===== src/rtl/mul_pkg.sv =====
// Shared definitions for the sequential 32x32->32 multiplier: state encoding,
// the byte-pair step table and fixed datapath widths.
package mul_pkg;

  localparam int unsigned MUL_STEPS = 10;
  localparam int unsigned W         = 32;
  localparam int unsigned BW        = 8;
  localparam int unsigned PW        = 16;
  localparam int unsigned KW        = 4;
  localparam int unsigned SW        = 3;

  localparam logic [SW-1:0] ST_IDLE = 3'b001;
  localparam logic [SW-1:0] ST_CALC = 3'b010;
  localparam logic [SW-1:0] ST_DONE = 3'b100;

  // i/j select operand bytes; sh = i+j is the byte weight of the partial product
  typedef struct packed {
    logic [1:0] i;
    logic [1:0] j;
    logic [1:0] sh;
  } step_t;

  // Only pairs with i+j <= 3 contribute to the low 32 bits
  function automatic step_t step_of(input logic [KW-1:0] k);
    step_t s;
    case (k)
      4'd0:    s = {2'd0, 2'd0, 2'd0};
      4'd1:    s = {2'd0, 2'd1, 2'd1};
      4'd2:    s = {2'd1, 2'd0, 2'd1};
      4'd3:    s = {2'd0, 2'd2, 2'd2};
      4'd4:    s = {2'd1, 2'd1, 2'd2};
      4'd5:    s = {2'd2, 2'd0, 2'd2};
      4'd6:    s = {2'd0, 2'd3, 2'd3};
      4'd7:    s = {2'd1, 2'd2, 2'd3};
      4'd8:    s = {2'd2, 2'd1, 2'd3};
      4'd9:    s = {2'd3, 2'd0, 2'd3};
      default: s = '0;
    endcase
    return s;
  endfunction

endpackage


===== src/rtl/byte_mul_8x8.sv =====
// Combinational unsigned 8x8->16 multiplier shared across all steps.
module byte_mul_8x8
  import mul_pkg::*;
(
  input  logic [BW-1:0] x,
  input  logic [BW-1:0] y,
  output logic [PW-1:0] p
);

  assign p = {8'd0, x} * {8'd0, y};

endmodule


===== src/rtl/mul_seq.sv =====
// Sequential multiplier: low 32 bits of a*b via one time-shared byte multiplier,
// ten accumulate steps per operation, valid/ready on both sides, flush abort.
module mul_seq
  import mul_pkg::*;
(
  input  logic         clk,
  input  logic         rst,
  input  logic         in_valid,
  output logic         in_ready,
  input  logic [W-1:0] a,
  input  logic [W-1:0] b,
  input  logic         flush,
  output logic         out_valid,
  input  logic         out_ready,
  output logic [W-1:0] out,
  output logic         busy
);

  logic [SW-1:0] state, state_nxt;
  logic [KW-1:0] k, k_nxt;
  logic [W-1:0]  acc, acc_nxt;
  logic [W-1:0]  a_reg, a_nxt;
  logic [W-1:0]  b_reg, b_nxt;
  logic [BW-1:0] a_byte, b_byte;
  logic [PW-1:0] prod;
  logic [W-1:0]  term;
  step_t         st;

  assign st     = step_of(k);
  assign a_byte = a_reg[{st.i, 3'b000} +: BW];
  assign b_byte = b_reg[{st.j, 3'b000} +: BW];
  assign term   = {16'd0, prod} << {st.sh, 3'b000};

  byte_mul_8x8 u_byte_mul (
    .x (a_byte),
    .y (b_byte),
    .p (prod)
  );

  always_ff @(posedge clk) begin
    if (rst) state <= ST_IDLE;
    else     state <= state_nxt;
  end

  always_comb begin
    state_nxt = state;
    k_nxt     = k;
    acc_nxt   = acc;
    a_nxt     = a_reg;
    b_nxt     = b_reg;
    case (state)
      ST_IDLE: begin
        if (in_valid) begin
          state_nxt = ST_CALC;
          a_nxt     = a;
          b_nxt     = b;
          acc_nxt   = '0;
          k_nxt     = '0;
        end
      end
      ST_CALC: begin
        acc_nxt = acc + term;
        if (k == KW'(MUL_STEPS - 1)) begin
          state_nxt = ST_DONE;
          k_nxt     = '0;
        end else begin
          k_nxt = KW'(k + KW'(1));
        end
      end
      ST_DONE: begin
        if (out_ready) state_nxt = ST_IDLE;
      end
      default: state_nxt = ST_IDLE;
    endcase
    // Abort beats any handshake; the pending result is dropped via state
    if (flush) begin
      state_nxt = ST_IDLE;
      k_nxt     = '0;
      a_nxt     = a_reg;
      b_nxt     = b_reg;
    end
  end

  // Datapath and registered outputs, all derived from the next state
  always_ff @(posedge clk) begin
    if (rst) begin
      k         <= '0;
      acc       <= '0;
      a_reg     <= '0;
      b_reg     <= '0;
      in_ready  <= 1'b1;
      out_valid <= 1'b0;
      busy      <= 1'b0;
      out       <= '0;
    end else begin
      k         <= k_nxt;
      acc       <= acc_nxt;
      a_reg     <= a_nxt;
      b_reg     <= b_nxt;
      in_ready  <= (state_nxt == ST_IDLE);
      out_valid <= (state_nxt == ST_DONE);
      busy      <= (state_nxt != ST_IDLE);
      out       <= (state_nxt == ST_DONE) ? acc_nxt : '0;
    end
  end

endmodule

===== config.mk =====
export PLATFORM = sky130hd
export DESIGN_NAME = mul_seq
export DESIGN_NICKNAME = d
export VERILOG_FILES = /design/src/rtl/mul_pkg.sv /design/src/rtl/byte_mul_8x8.sv /design/src/rtl/mul_seq.sv
export SDC_FILE = /design/constraint.sdc
export NUM_CORES = 1
export LEC_CHECK = 0
export CAP_MARGIN = 20
export CELL_PAD_IN_SITES_DETAIL_PLACEMENT = 2
export CELL_PAD_IN_SITES_GLOBAL_PLACEMENT = 2
export CORE_MARGIN = 4
export CORE_UTILIZATION = 30
export DETAILED_ROUTE_END_ITERATION = 16
export PLACE_DENSITY = 0.69
export SLEW_MARGIN = 30
export SYNTH_ARGS = -nofsm -noshare
export SYNTH_HDL_FRONTEND = slang
export SYNTH_HIERARCHICAL = 1
export SYNTH_SLANG_ARGS = --single-unit

===== constraint.sdc =====
create_clock -name clk -period 19.5 [get_ports clk]
set_input_delay 4.875 -clock clk [delete_from_list [all_inputs] [get_ports clk]]
set_output_delay 4.875 -clock clk [all_outputs]
set_load 0.05 [all_outputs]

==> impl_metrics.py, run 1 <==
metrics = {
    "routing": {
        "via_per_inst": 5.25,
        "detail_route.wl_per_cell_um": 19.6,
        "drt-pass1-iter-count": 4,
        "drcViolationCount": 0,
        "drtIter0Drc": 365,
        "wl_um": 32000,
        "drtAntennaViolNets": 0,
        "vias": 8536,
    },
    "finish": {
        "fillCellCount": 3542,
        "n_antenna_cell": 0,
        "num-nets-final": 1391,
        "utilization_pct": 36.7,
        "area_growth_pct": 20.6,
        "layout-drive-gt1-share_pct": 6.20,
    },
    "worst_setup_path": {
        "r2r_start": "st[4]",
        "start_kind": "register",
        "r2r-end": "out[29]",
        "cp-end-kind": "register",
        "cp.required_ns": 19.89,
        "cp-endpoint": "out[29]",
        "critical_path_arrival_ns": 8.27,
        "reg2reg_slack_ns": 11.62,
        "worstRegToRegCells": 25,
        "crit_start": "st[4]",
        "crit_type": "reg -> reg",
        "critPathSlowestCell": "dfxtp_1",
        "path_max_fanout": 8,
        "slowest_delay_ns": 0.74,
    },
    "clocking": {
        "holdBufCountCts": 0,
        "cts_buffers": 17,
        "clock-root-buffer": "clkbuf_16",
        "cts.sinks": 144,
        "cts_setup_buffers": 0,
        "htreeDepth": 4,
        "clock_latency_ns": 0.45,
        "path_clk_slew_ns": 0.07,
        "postCtsResizedCells": 0,
        "clock_path_buffers": 2,
        "tritoncts": "done",
    },
    "sta": {
        "setup_slack_ns": 11.62,
        "slew-limit-headroom_pct": 36.8,
        "setup_viol": 0,
        "drv_slew": 0,
        "tns_ns": 0,
        "worst_slew_pin_slew_ns": 0.946,
        "finalCritPeriodShare_pct": 40.4,
        "finalCriticalPeriod_ns": 7.88,
        "skew_ns": 0.0141,
        "max_freq_mhz": 127,
        "hold_viol_final": 0,
        "fin_hold_ws_ns": 0.456,
        "rsz0062_at_grt": "no",
    },
    "place": {
        "place_ws_ns": 11.59,
        "gp_congestion": 0.853,
        "hpwl_um": 24900,
        "io_buffers": 103,
    },
    "synthesis": {
        "netlist_area_sq_um": 9600,
        "synthArstFlopShare_pct": 0,
        "synth-edff-count": 0,
        "yosysWarningCount": 6,
        "synth_seq_area_share_pct": 30.0,
        "synth_top_family_by_area": "simple AND/OR/NAND/NOR gates",
        "synthAdderAreaFrac_pct": 17.2,
        "syn_area_per_cell_sq_um": 8.43,
        "synthMuxAreaShare_pct": 4.90,
        "syn_inst": 1139,
        "synth-main-ff-cell": "dfxtp_1",
        "synth_nets": 1318,
        "synth-simple-area-share_pct": 20.2,
        "synth_compound_gate_area_share_pct": 19.2,
        "synthXorXnorAreaFrac_pct": 3.28,
        "synth_cell_types": 74,
        "ys_seq_elements": 144,
    },
    "pwr": {
        "p_switching_mw": 0.196,
        "clock_power_share_pct": 49.7,
        "power_density_nw_per_um2": 61.8,
        "power_mw": 0.716,
        "p_leak_nw": 4.77,
        "pwr-share-seq_pct": 42.5,
        "netSwitchingFraction_pct": 27.3,
        "ir_worst_vdd_uv": 61.3,
        "p_int_mw": 0.520,
        "power_frac_comb_pct": 7.8,
    },
    "run": {
        "maxCapViolCount": 0,
    },
    "grt": {
        "grt-ovfl-total": 0,
        "grt_pass1_wl_um": 51700,
        "antenna_found_initial": 0,
        "grt_max_degree": 65,
        "gr-usage-all-layers_pct": 18.3,
        "grt_pass1_vias": 9476,
    },
    "die": {
        "core_sq_um": 31600,
        "row_count": 65,
        "initial_core_util_pct": 30.4,
        "fp.dieW_um": 187,
        "die_h_um": 187,
        "die_area_sq_um": 34900,
        "io_pins": 104,
    },
    "min_path": {
        "hold_class": "reg -> reg",
    },
    "outcome": {
        "outcome": "completed",
    },
}
[metal layers]
layer / vias to the layer above / global-route usage, % / wire length (um) / part of all wire [%]
li1: 4099 / - / - / -
met2: 123 / 32.4 / 15800 / 49
met3: 42 / 2.97 / 711 / 2.2
met1: 4272 / 22.9 / 14700 / 46
met5: - / 0 / 0 / 0
met4: 0 / 5.52 / 732 / 2.3
[metrics by stage]
stage / instances / instance area [sq um]
2_1_floorplan: 1139 / 9600
3_3_place_gp: 1595 / 11000
3_5_place_dp: 1595 / 11000
4_1_cts: 1627 / 11600
5_1_grt: 1627 / 11600
6_report: 1627 / 11600
[power by group through the flow]
stage	clock network, mW	registers [mW]	logic (mW)
2_1_floorplan	0	0.310	0.0298
3_3_place_gp	0	0.311	0.0552
3_5_place_dp	0	0.311	0.0563
4_1_cts	0.365	0.305	0.0567
5_1_grt	0.378	0.305	0.0621
6_report	0.356	0.305	0.0556
[final cells by class]
| type | instances | area, sq um | share of cell area, % |
|---|---|---|---|
| Clock buffer | 17 | 425 | 3.67 |
| Clock inverter | 15 | 189 | 1.63 |
| Inverter | 69 | 264 | 2.28 |
| Multi-Input combinational cell | 871 | 6240 | 53.9 |
| Sequential cell | 144 | 2880 | 24.9 |
| Tap cell | 402 | 503 | 4.34 |
| Timing Repair Buffer | 109 | 1070 | 9.25 |
[cells in the final DEF, fill, tap and decap left out, types with 4 or more instances in the layout]
| cell | n |
|---|---|
| nand2_1 | 202 |
| dfxtp_1 | 144 |
| a21oi_1 | 116 |
| clkdlybuf4s50_1 | 102 |
| ha_1 | 73 |
| inv_1 | 68 |
| nor2_1 | 64 |
| and2_1 | 58 |
| a22o_1 | 37 |
| o21ai_0 | 37 |
| fa_1 | 37 |
| xnor2_1 | 24 |
| clkbuf_16 | 17 |
| mux4_2 | 16 |
| nand3_1 | 15 |
| nor2b_1 | 14 |
| xor2_1 | 12 |
| mux2i_1 | 11 |
| a211oi_1 | 11 |
| nand4_1 | 10 |
| o21a_1 | 9 |
| a22oi_1 | 9 |
| a21o_1 | 8 |
| and3_1 | 8 |
| nor3_1 | 8 |
| buf_4 | 6 |
| nand2b_1 | 5 |
| o21bai_1 | 5 |
| o22ai_1 | 5 |
| o211ai_1 | 5 |
| o31ai_1 | 5 |
| nor2_2 | 4 |
| o311ai_0 | 4 |
| inv_8 | 4 |
| inv_6 | 4 |
[worst min path at each step]
stage          startpoint   endpoint  slack (ns)  cells after the start
6_report        a_reg[17]  a_reg[17]        0.46                      2
5_1_grt         a_reg[17]  a_reg[17]        0.48                      2
4_1_cts         a_reg[17]  a_reg[17]        0.46                      2
3_5_place_dp    a_reg[17]  a_reg[17]        0.45                      2
3_3_place_gp    a_reg[11]  a_reg[11]        0.44                      2
2_1_floorplan   a_reg[16]  a_reg[16]        0.43                      2
[cell families after synthesis]
logic type / count (synthesis)
adder cells (fa/ha/maj): 110
AND/OR/NAND/NOR: 414
multiplexers: 27
XOR/XNOR: 36
flip-flops: 144
buffers and inverters: 124
AO/OA/AOI/OAI: 284
[synthesized netlist by cell type (8+ instances only)]
library cell,count,area [sq um]
nand4_1,10,62.6
clkbuf_1,42,158
o21a_1,9,67.6
mux2i_1,11,110
xor2_1,12,105
xnor2_1,24,210
nand3_1,15,75.1
dfxtp_1,144,2880
inv_1,68,255
a22oi_1,9,67.6
a22o_1,37,324
fa_1,37,741
nor2b_1,14,87.6
and2_1,58,363
nor3_1,9,45.0
mux4_2,16,360
o21ai_0,37,185
a211oi_1,12,90.1
a21oi_1,116,581
a21o_1,8,60.1
nand2_1,202,758
buf_2,8,40.0
nor2_1,66,248
ha_1,73,913
and3_1,8,50.1
[critical path, delay by kind of cell (launching register included)]
| family | cells | cell delay, ns |
|---|---|---|
| muxes | 1 | 0.73 |
| xor gates and xnor gates | 1 | 0.12 |
| DFF | 1 | 0.74 |
| adders and majority gates | 6 | 2.86 |
| AOI/OAI and AO/OA | 8 | 2.02 |
| buffers and inverters | 4 | 0.21 |
| and+or+nand+nor | 5 | 1.13 |
Note: power is estimated with default switching activity, not from simulation.
==> run 2: changes to the inputs <==
- PLACE_DENSITY: 0.69 -> 0.72
- clock period: 19.5 -> 6.87 ns (I/O delays scaled with it)
==> impl_metrics.py, run 2 (synthesis gave the netlist of run 1 again) <==
metrics = {
    "min_path": {
        "hold_class": "reg -> reg",
    },
    "pwr": {
        "clock_power_share_pct": 47.4,
        "power_frac_comb_pct": 9.8,
        "power_density_nw_per_um2": 150,
        "p_int_mw": 1.43,
        "p_switching_mw": 0.595,
        "pwr-share-seq_pct": 42.8,
        "ir_worst_vdd_uv": 171,
        "p_leak_nw": 5.63,
        "netSwitchingFraction_pct": 29.4,
    },
    "sta": {
        "rsz0062_at_grt": "yes",
        "finalCriticalPeriod_ns": 7.05,
        "drv_slew": 0,
        "hold_viol_final": 0,
        "setup_slack_ns": -0.177,
        "worst_slew_pin_slew_ns": 0.929,
        "max_freq_mhz": 142,
        "skew_ns": 0.0211,
        "tns_ns": -2.65,
        "finalCritPeriodShare_pct": 103,
        "setup_viol": 30,
        "slew-limit-headroom_pct": 37.3,
    },
    "die": {
        "die_area_sq_um": 34900,
        "core_sq_um": 31600,
        "io_pins": 104,
        "fp.dieW_um": 187,
        "die_h_um": 187,
        "row_count": 65,
        "initial_core_util_pct": 30.4,
    },
    "place": {
        "place_ws_ns": -0.471,
        "io_buffers": 103,
        "dp.cells": 1697,
        "hpwl_um": 26900,
        "gp_congestion": 0.833,
    },
    "grt": {
        "grt_pass1_wl_um": 57200,
        "grt_pass1_vias": 10300,
        "gr-usage-all-layers_pct": 20.5,
        "grt-ovfl-total": 0,
        "grt_max_degree": 75,
        "antenna_found_initial": 0,
    },
    "clocking": {
        "cts_buffers": 17,
        "clock-root-buffer": "clkbuf_16",
        "path_clk_slew_ns": 0.07,
        "cts.sinks": 144,
        "clock_path_buffers": 2,
        "htreeDepth": 4,
        "holdBufCountCts": 0,
        "tritoncts": "done",
        "clock_latency_ns": 0.46,
    },
    "worst_setup_path": {
        "slowest_delay_ns": 0.62,
        "start_kind": "register",
        "cp-end-kind": "register",
        "path_max_fanout": 4,
        "critical_path_arrival_ns": 7.35,
        "crit_type": "reg -> reg",
        "cp.required_ns": 7.17,
        "critPathSlowestCell": "fa_1",
        "path_common_cell": "fa_1",
    },
    "finish": {
        "num-nets-final": 1529,
        "layout.cells.non_filler": 1765,
        "utilization_pct": 42.9,
        "final_common_cell": "nand2_1",
        "n_antenna_cell": 0,
        "layout-drive-gt1-share_pct": 25.3,
        "area_growth_pct": 41.0,
        "final_cell_mix": "nand2_1, dfxtp_1, buf_4, clkdlybuf4s50_1, a21oi_1",
        "fillCellCount": 3385,
    },
    "routing": {
        "via_per_inst": 5.40,
        "drtAntennaViolNets": 0,
        "drt-pass1-iter-count": 4,
        "detail_route.wl_per_cell_um": 23.7,
        "drcViolationCount": 0,
        "vias": 9527,
        "drtIter0Drc": 459,
        "wl_um": 41800,
    },
    "run": {
        "maxCapViolCount": 0,
    },
    "outcome": {
        "outcome": "finished, violations left",
        "violations": "setup timing",
    },
}
run 2: layout make-up:
class                           instances  area, sq um  share of cell area, %
Clock inverter                         15          161                   1.19
Clock buffer                           17          425                   3.14
Tap cell                              402          503                   3.72
Sequential cell                       144         2890                   21.3
Timing Repair Buffer                  247         2200                   16.3
Multi-Input combinational cell        871         7090                   52.4
Inverter                               69          264                   1.95
run 2: per-stage QoR:
step / area [sq um] / hold slack [ns] / total power [mW]
floorplan: 9600 / 0.433 / 0.965
global placement: 11800 / 0.442 / 1.05
detailed placement: 11800 / 0.452 / 1.06
CTS: 12800 / 0.462 / 2.02
global route: 13500 / 0.489 / 2.10
finish: 13500 / 0.458 / 2.03
run 2: critical path: cells and delay by family (launching register included):
| family | cells | cell delay (ns) |
|---|---|---|
| flip-flops | 1 | 0.35 |
| adder cells (fa/ha/maj) | 6 | 2.64 |
| AO/OA/AOI/OAI | 7 | 1.26 |
| buffers and inverters | 7 | 0.63 |
| multiplexers | 2 | 0.73 |
| AND/OR/NAND/NOR | 7 | 1.28 |
run 2: power groups by stage:
stage	sequential, mW	combinational (mW)	clock, mW
floorplan	0.881	0.0846	0
global placement	0.885	0.168	0
detailed placement	0.886	0.175	0
CTS	0.866	0.182	0.972
global route	0.869	0.215	1.01
finish	0.868	0.198	0.962
run 2: timing repair:
action | in CTS | in global routing
pin swaps | 34 | 92
setup endpoints to repair | 36 | 42
hold endpoints to repair | 0 | 0
gates resized for setup | 97 | 101
buffers inserted | 17 | 20
run 2: path summary, 6_finish.rpt:
path | from | end | slack (ns) | cells past startpoint
worst min register to register | b_reg[0] | b_reg[0] | 0.46 | 2
worst min-delay path | b_reg[0] | b_reg[0] | 0.46 | 2
worst max-delay path | st[2] | acc[26] | -0.18 | 29
worst max register to register | st[2] | acc[26] | -0.18 | 29
run 2: layer usage:
layer	track usage (%)	wire (um)	up-vias
met5	0	0	-
met4	7.34	1790	0
met3	3.42	1090	86
met2	38.4	22300	227
met1	23.3	16700	4850
li1	-	-	4364
